$ cat src/rtl/mem_arb_pkg.sv
`default_nettype none
// ============================================================================
// Package : mem_arb_pkg
// Shared types and helpers for the I/D backing-memory port arbiter.
// Rev     : 1.0
// ============================================================================
package mem_arb_pkg;

    typedef enum logic [1:0] {
        IDLE = 2'd0,
        BUSY = 2'd1,
        DONE = 2'd2
    } state_t;

    localparam logic OWN_I = 1'b0;
    localparam logic OWN_D = 1'b1;

    // Byte-offset bits inside one aligned refill line (word offset + 2 byte bits).
    function automatic int line_off_bits(input int block_words);
        return $clog2(block_words) + 2;
    endfunction

endpackage
`default_nettype wire

$ cat src/rtl/mem_arbiter.sv
`default_nettype none
// ============================================================================
// Module : mem_arbiter
// Fixed-priority (data first, streak-bounded) arbiter sequencing refill bursts
// and write-through stores onto a single backing-memory port.
// Rev    : 1.0
// ============================================================================
module mem_arbiter
    import mem_arb_pkg::*;
#(
    parameter int ADDR_W       = 32,
    parameter int DATA_W       = 32,
    parameter int BLOCK_WORDS  = 4,
    parameter int MAX_D_STREAK = 4
) (
    input  logic              clock,
    input  logic              reset,
    input  logic              i_req,
    input  logic [ADDR_W-1:0] i_addr,
    output logic              i_gnt,
    output logic              i_rvalid,
    output logic [DATA_W-1:0] i_rdata,
    output logic              i_done,
    input  logic              d_req,
    input  logic              d_we,
    input  logic [ADDR_W-1:0] d_addr,
    input  logic [DATA_W-1:0] d_wdata,
    output logic              d_gnt,
    output logic              d_rvalid,
    output logic [DATA_W-1:0] d_rdata,
    output logic              d_done,
    output logic              mem_req,
    output logic              mem_we,
    output logic [ADDR_W-1:0] mem_addr,
    output logic [DATA_W-1:0] mem_wdata,
    input  logic              mem_ready,
    input  logic [DATA_W-1:0] mem_rdata
);

    localparam int c_BEAT_W    = $clog2(BLOCK_WORDS);
    localparam int c_LINE_BITS = line_off_bits(BLOCK_WORDS);
    localparam int c_STREAK_W  = $clog2(MAX_D_STREAK + 1);

    localparam logic [c_BEAT_W-1:0]   c_LAST_BEAT  = c_BEAT_W'(BLOCK_WORDS - 1);
    localparam logic [c_BEAT_W-1:0]   c_BEAT_ONE   = c_BEAT_W'(1);
    localparam logic [c_STREAK_W-1:0] c_MAX_STREAK = c_STREAK_W'(MAX_D_STREAK);
    localparam logic [c_STREAK_W-1:0] c_STREAK_ONE = c_STREAK_W'(1);
    localparam logic [ADDR_W-1:0]     c_LINE_MASK  = {ADDR_W{1'b1}} << c_LINE_BITS;
    localparam logic [ADDR_W-1:0]     c_WORD_MASK  = {ADDR_W{1'b1}} << 2;

    state_t              state_q;
    logic                owner_q;
    logic                is_write_q;
    logic [ADDR_W-1:0]   base_q;
    logic [c_BEAT_W-1:0] beat_q;
    logic [c_STREAK_W-1:0] streak_q;
    logic [DATA_W-1:0]   wdata_q;
    logic [DATA_W-1:0]   i_rdata_q;
    logic [DATA_W-1:0]   d_rdata_q;
    logic                i_rvalid_q;
    logic                d_rvalid_q;
    logic                i_done_q;
    logic                d_done_q;

    logic              w_d_wins;
    logic              w_req_we;
    logic [ADDR_W-1:0] w_req_addr;
    logic [ADDR_W-1:0] w_beat_off;

    // Data side wins unless the instruction side has waited out a full streak.
    assign w_d_wins   = d_req && (!i_req || (streak_q < c_MAX_STREAK));
    assign w_req_we   = w_d_wins && d_we;
    assign w_req_addr = w_d_wins ? d_addr : i_addr;
    assign w_beat_off = ADDR_W'({beat_q, 2'b00});

    always_ff @(posedge clock or negedge reset) begin
        if (!reset) begin
            state_q    <= IDLE;
            owner_q    <= OWN_I;
            is_write_q <= 1'b0;
            base_q     <= '0;
            beat_q     <= '0;
            streak_q   <= '0;
            wdata_q    <= '0;
            i_rdata_q  <= '0;
            d_rdata_q  <= '0;
            i_rvalid_q <= 1'b0;
            d_rvalid_q <= 1'b0;
            i_done_q   <= 1'b0;
            d_done_q   <= 1'b0;
        end else begin
            i_rvalid_q <= 1'b0;
            d_rvalid_q <= 1'b0;
            i_done_q   <= 1'b0;
            d_done_q   <= 1'b0;
            case (state_q)
                IDLE: begin
                    if (i_req || d_req) begin
                        owner_q    <= w_d_wins ? OWN_D : OWN_I;
                        is_write_q <= w_req_we;
                        wdata_q    <= d_wdata;
                        base_q     <= w_req_addr & (w_req_we ? c_WORD_MASK : c_LINE_MASK);
                        beat_q     <= '0;
                        streak_q   <= (w_d_wins && i_req) ? streak_q + c_STREAK_ONE : '0;
                        state_q    <= BUSY;
                    end
                end
                BUSY: begin
                    if (mem_ready) begin
                        if (!is_write_q) begin
                            if (owner_q == OWN_D) begin
                                d_rdata_q  <= mem_rdata;
                                d_rvalid_q <= 1'b1;
                            end else begin
                                i_rdata_q  <= mem_rdata;
                                i_rvalid_q <= 1'b1;
                            end
                        end
                        beat_q <= beat_q + c_BEAT_ONE;
                        if (is_write_q || (beat_q == c_LAST_BEAT)) begin
                            state_q  <= DONE;
                            d_done_q <= (owner_q == OWN_D);
                            i_done_q <= (owner_q == OWN_I);
                        end
                    end
                end
                DONE:    state_q <= IDLE;
                default: state_q <= IDLE;
            endcase
        end
    end

    assign i_gnt     = (state_q == BUSY) && (owner_q == OWN_I);
    assign d_gnt     = (state_q == BUSY) && (owner_q == OWN_D);
    assign mem_req   = (state_q == BUSY);
    assign mem_we    = (state_q == BUSY) && is_write_q;
    assign mem_addr  = base_q + w_beat_off;
    assign mem_wdata = wdata_q;
    assign i_rvalid  = i_rvalid_q;
    assign d_rvalid  = d_rvalid_q;
    assign i_rdata   = i_rdata_q;
    assign d_rdata   = d_rdata_q;
    assign i_done    = i_done_q;
    assign d_done    = d_done_q;

endmodule
`default_nettype wire
$ cat config.mk
export PLATFORM = sky130hd
export DESIGN_NAME = mem_arbiter
export DESIGN_NICKNAME = d
export VERILOG_FILES = /design/src/rtl/mem_arb_pkg.sv /design/src/rtl/mem_arbiter.sv
export SDC_FILE = /design/constraint.sdc
export NUM_CORES = 1
export LEC_CHECK = 0
export BUFFER_PORTS_ARGS = -buffer_cell sky130_fd_sc_hd__buf_2
export CAP_MARGIN = 40
export CORE_ASPECT_RATIO = 0.6
export CORE_MARGIN = 5
export CORE_UTILIZATION = 48
export DETAILED_ROUTE_END_ITERATION = 8
export GPL_ROUTABILITY_DRIVEN = 0
export PLACE_DENSITY = 0.89
export SYNTH_ARGS = -nofsm -noshare
export SYNTH_HDL_FRONTEND = slang
export SYNTH_SLANG_ARGS = --single-unit
export TNS_END_PERCENT = 10
$ cat constraint.sdc
create_clock -name clock -period 2.65 [get_ports clock]
set_input_delay 0.3975 -clock clock [delete_from_list [all_inputs] [get_ports clock]]
set_output_delay 0.3975 -clock clock [all_outputs]
set_load 0.05 [all_outputs]
==> impl_metrics.toml <==
[sta]
max_freq_ghz = 0.350
hold_viol = 0
fin_crit_sh_pct = 108
tightest_slew_ns = 0.576
rsz0062_at_grt = "yes"
post-route-min-period_ns = 2.86
setup_viol = 12
skew_ns = 0.00965
setup_tns_ns = -1.70
maxSlewHeadroom_pct = 61.6
report.final.slew_viol_count = 0
setup_slack_ns = -0.211

[synth]
ys_top_cells_by_count = "dfrtp_1 (139), nand2_1 (137), mux2_2 (65), o21ai_0 (29), mux2i_1 (28)"
yosysSeqAreaShare_pct = 57.0
ys_async_sr_fraction_pct = 100
yosysWarnings = 0
synth_area_um2 = 6110
yosys_register_bits = 139
synthCells = 534
yosysMostFrequentCell = "dfrtp_1"
yosysTopAreaCellShare_pct = 57.0
synth_cell_type_count = 39
synth.area.top_cells = "dfrtp_1 (57%), mux2_2 (12%), nand2_1 (8.4%)"
synth_area_leader_cell = "dfrtp_1"
synthFlopType = "dfrtp_1"
synth.avg_cell_area_um2 = 11.4
synth_edf_count = 0

[detailed_routing]
wirelength_met1_um = 6670
top_layer_used = "met4"
wl_met2_um = 7640
vias_per_cell = 5.02
wl_per_cell_um = 16.2
ant_nets = 0
vias = 4905
dr_wl_met3_um = 1350
finalWirelength_um = 15800
drt_iter0_drc = 200
drc = 0
first_pass_iters = 4

[global_routing]
antenna_found_initial = 0
grt_usage_pct = 20.6
first_global_vias = 5013
grt_pass1_wl_um = 25400
grt-ovfl-total = 0
grt_max_degree = 67

[layout]
finish.instance_area_um2 = 8280
areaGrowthSynthToFinish_pct = 35.5
seq_area_um2 = 3480
utilization_pct = 67.5
multi_input_area_um2 = 2590
drive_gt1_share_pct = 47.5
final_nets = 938
antenna_cells = 0
nFillCells = 965
fin_cells = 977

[floorplanning]
die_h_um = 97.4
initial_core_util_pct = 49.8
ios = 270
die_w_um = 156
die_area_um2 = 15200
rows = 31
core_um2 = 12300

[critical_path]
path_cells = "ha_2, fa_2, nand2_2, or4_4, nor4_4, xor2_1, buf_4"
crit_path_max_incr_delay_ns = 0.52
cp_max_fo = 5
critPathSlowestCell = "or4_4"
cp_data_arrival_time_ns = 2.46
ff2ff_setup_slack_ns = 0.84
end_kind = "primary output"
critical_path_class = "reg2out"
required_ns = 2.25
start_kind = "flip-flop"

[outcome]
violations = "negative setup slack"
status = "finished with violations"

[placed_design]
place_area_um2 = 7610
placed_cells = 943
portBuffers = 261
hpwl_um = 11900

[clock_network]
cts.path.max_buffers = 2
clk_latency_ns = 0.40
cts.sinks = 139
clkTransAtPathRegs_ns = 0.06
cts_setup_buffers = 0
cts_root_buf = "clkbuf_16"
cts_max_level = 4
cts_tree = "yes"
numCtsBuffers = 17

[flow_run]
drv_cap = 0

[worst_hold_path]
min_path_type = "in2reg"
==> state kept, by name, summed over array words and instances (netlist names) <==
signal / cells
state_q: 2
beat_q: 2
mem_wdata: 32
i_rdata: 32
base_q: 30
d_rvalid: 1
d_done: 1
i_rvalid: 1
d_rdata: 32
owner_q: 1
i_done: 1
streak_q: 3
is_write_q: 1
==> routing by layer <==
| metal | vias up | GRT usage (%) |
|---|---|---|
| met4 | 0 | 5.18 |
| met5 | - | 0 |
| li1 | 2354 | - |
| met3 | 12 | 6.63 |
| met2 | 200 | 33.5 |
| met1 | 2339 | 26.9 |
==> layout make-up <==
class	count	share of cell area (%)
flip-flops and latches	139	42.0
multi-input cells	368	31.3
repair buffers	270	17.4
clock buffers	19	5.35
well taps	165	2.49
clock inverters	13	1.27
inverters	3	0.136
==> what timing repair did <==
item,in CTS,in global routing
gates resized for setup,14,15
endpoints found under the setup margin,15,20
hold buffers,1,0
cloned,0,1
pin swaps,2,1
endpoints found under the hold margin,55,0
==> critical path, delay by kind of cell, from the launching register on <==
family        cells  cell delay [ns]
simple gates      3             0.80
buf+inv           1             0.23
fa+ha+maj         2             0.45
flops             1             0.39
xor+xnor          1             0.20
==> through the flow <==
| step | setup WS (ns) | hold slack [ns] |
|---|---|---|
| 6_report | -0.211 | 0.181 |
| 5_1_grt | -0.347 | 0.165 |
| 4_1_cts | -0.237 | 0.168 |
| 3_5_place_dp | 0.116 | 0.387 |
| 3_3_place_gp | 0.178 | 0.381 |
| 2_1_floorplan | -0.0802 | 0.102 |
==> placed cells by master (no fill, tap or decap), types with 5 or more instances in the layout <==
cell type / Yosys / layout
clkbuf_16: 0 / 17
xnor2_1: 12 / 11
inv_6: 0 / 6
a22o_1: 5 / 5
o21ai_0: 29 / 29
mux2_2: 65 / 65
mux2i_1: 28 / 28
buf_2: 9 / 246
dfrtp_1: 139 / 139
nand3_1: 11 / 11
xor2_1: 16 / 15
buf_4: 2 / 16
nor2_1: 7 / 6
and3_1: 7 / 6
nand2_1: 137 / 136
nand4_1: 8 / 8
==> logic make-up (layout without fill, tap and decap cells) <==
family	count (synthesis)	after routing	share of synthesized area, %
multiplexers	93	93	16.6
AND/OR/NAND/NOR	198	199	15.1
other	1	2	0.0614
buffers and inverters	29	305	2.21
adder cells (fa/ha/maj)	5	5	1.15
flip-flops	139	139	57.0
AO/OA/AOI/OAI	41	41	3.91
XOR/XNOR	28	28	4.02
==> final timing paths <==
path	depth (start not counted)	startpoint	end
max reg2reg	4	state_q[1]$_DFFE_PN0P_	i_rdata[25]$_DFFE_PN0P_
min reg2reg	2	mem_wdata[21]$_DFFE_PN0P_	mem_wdata[21]$_DFFE_PN0P_
max in group asynchronous	3	reset	base_q[22]$_DFFE_PN0P_
min	3	d_wdata[7]	mem_wdata[7]$_DFFE_PN0P_
max	7	beat_q[0]$_DFFE_PN0P_	mem_addr[30]
min in group asynchronous	2	reset	mem_wdata[15]$_DFFE_PN0P_
Power is not shown: default switching activity piles up to over one toggle a cycle in this logic, so the estimate is an artifact.
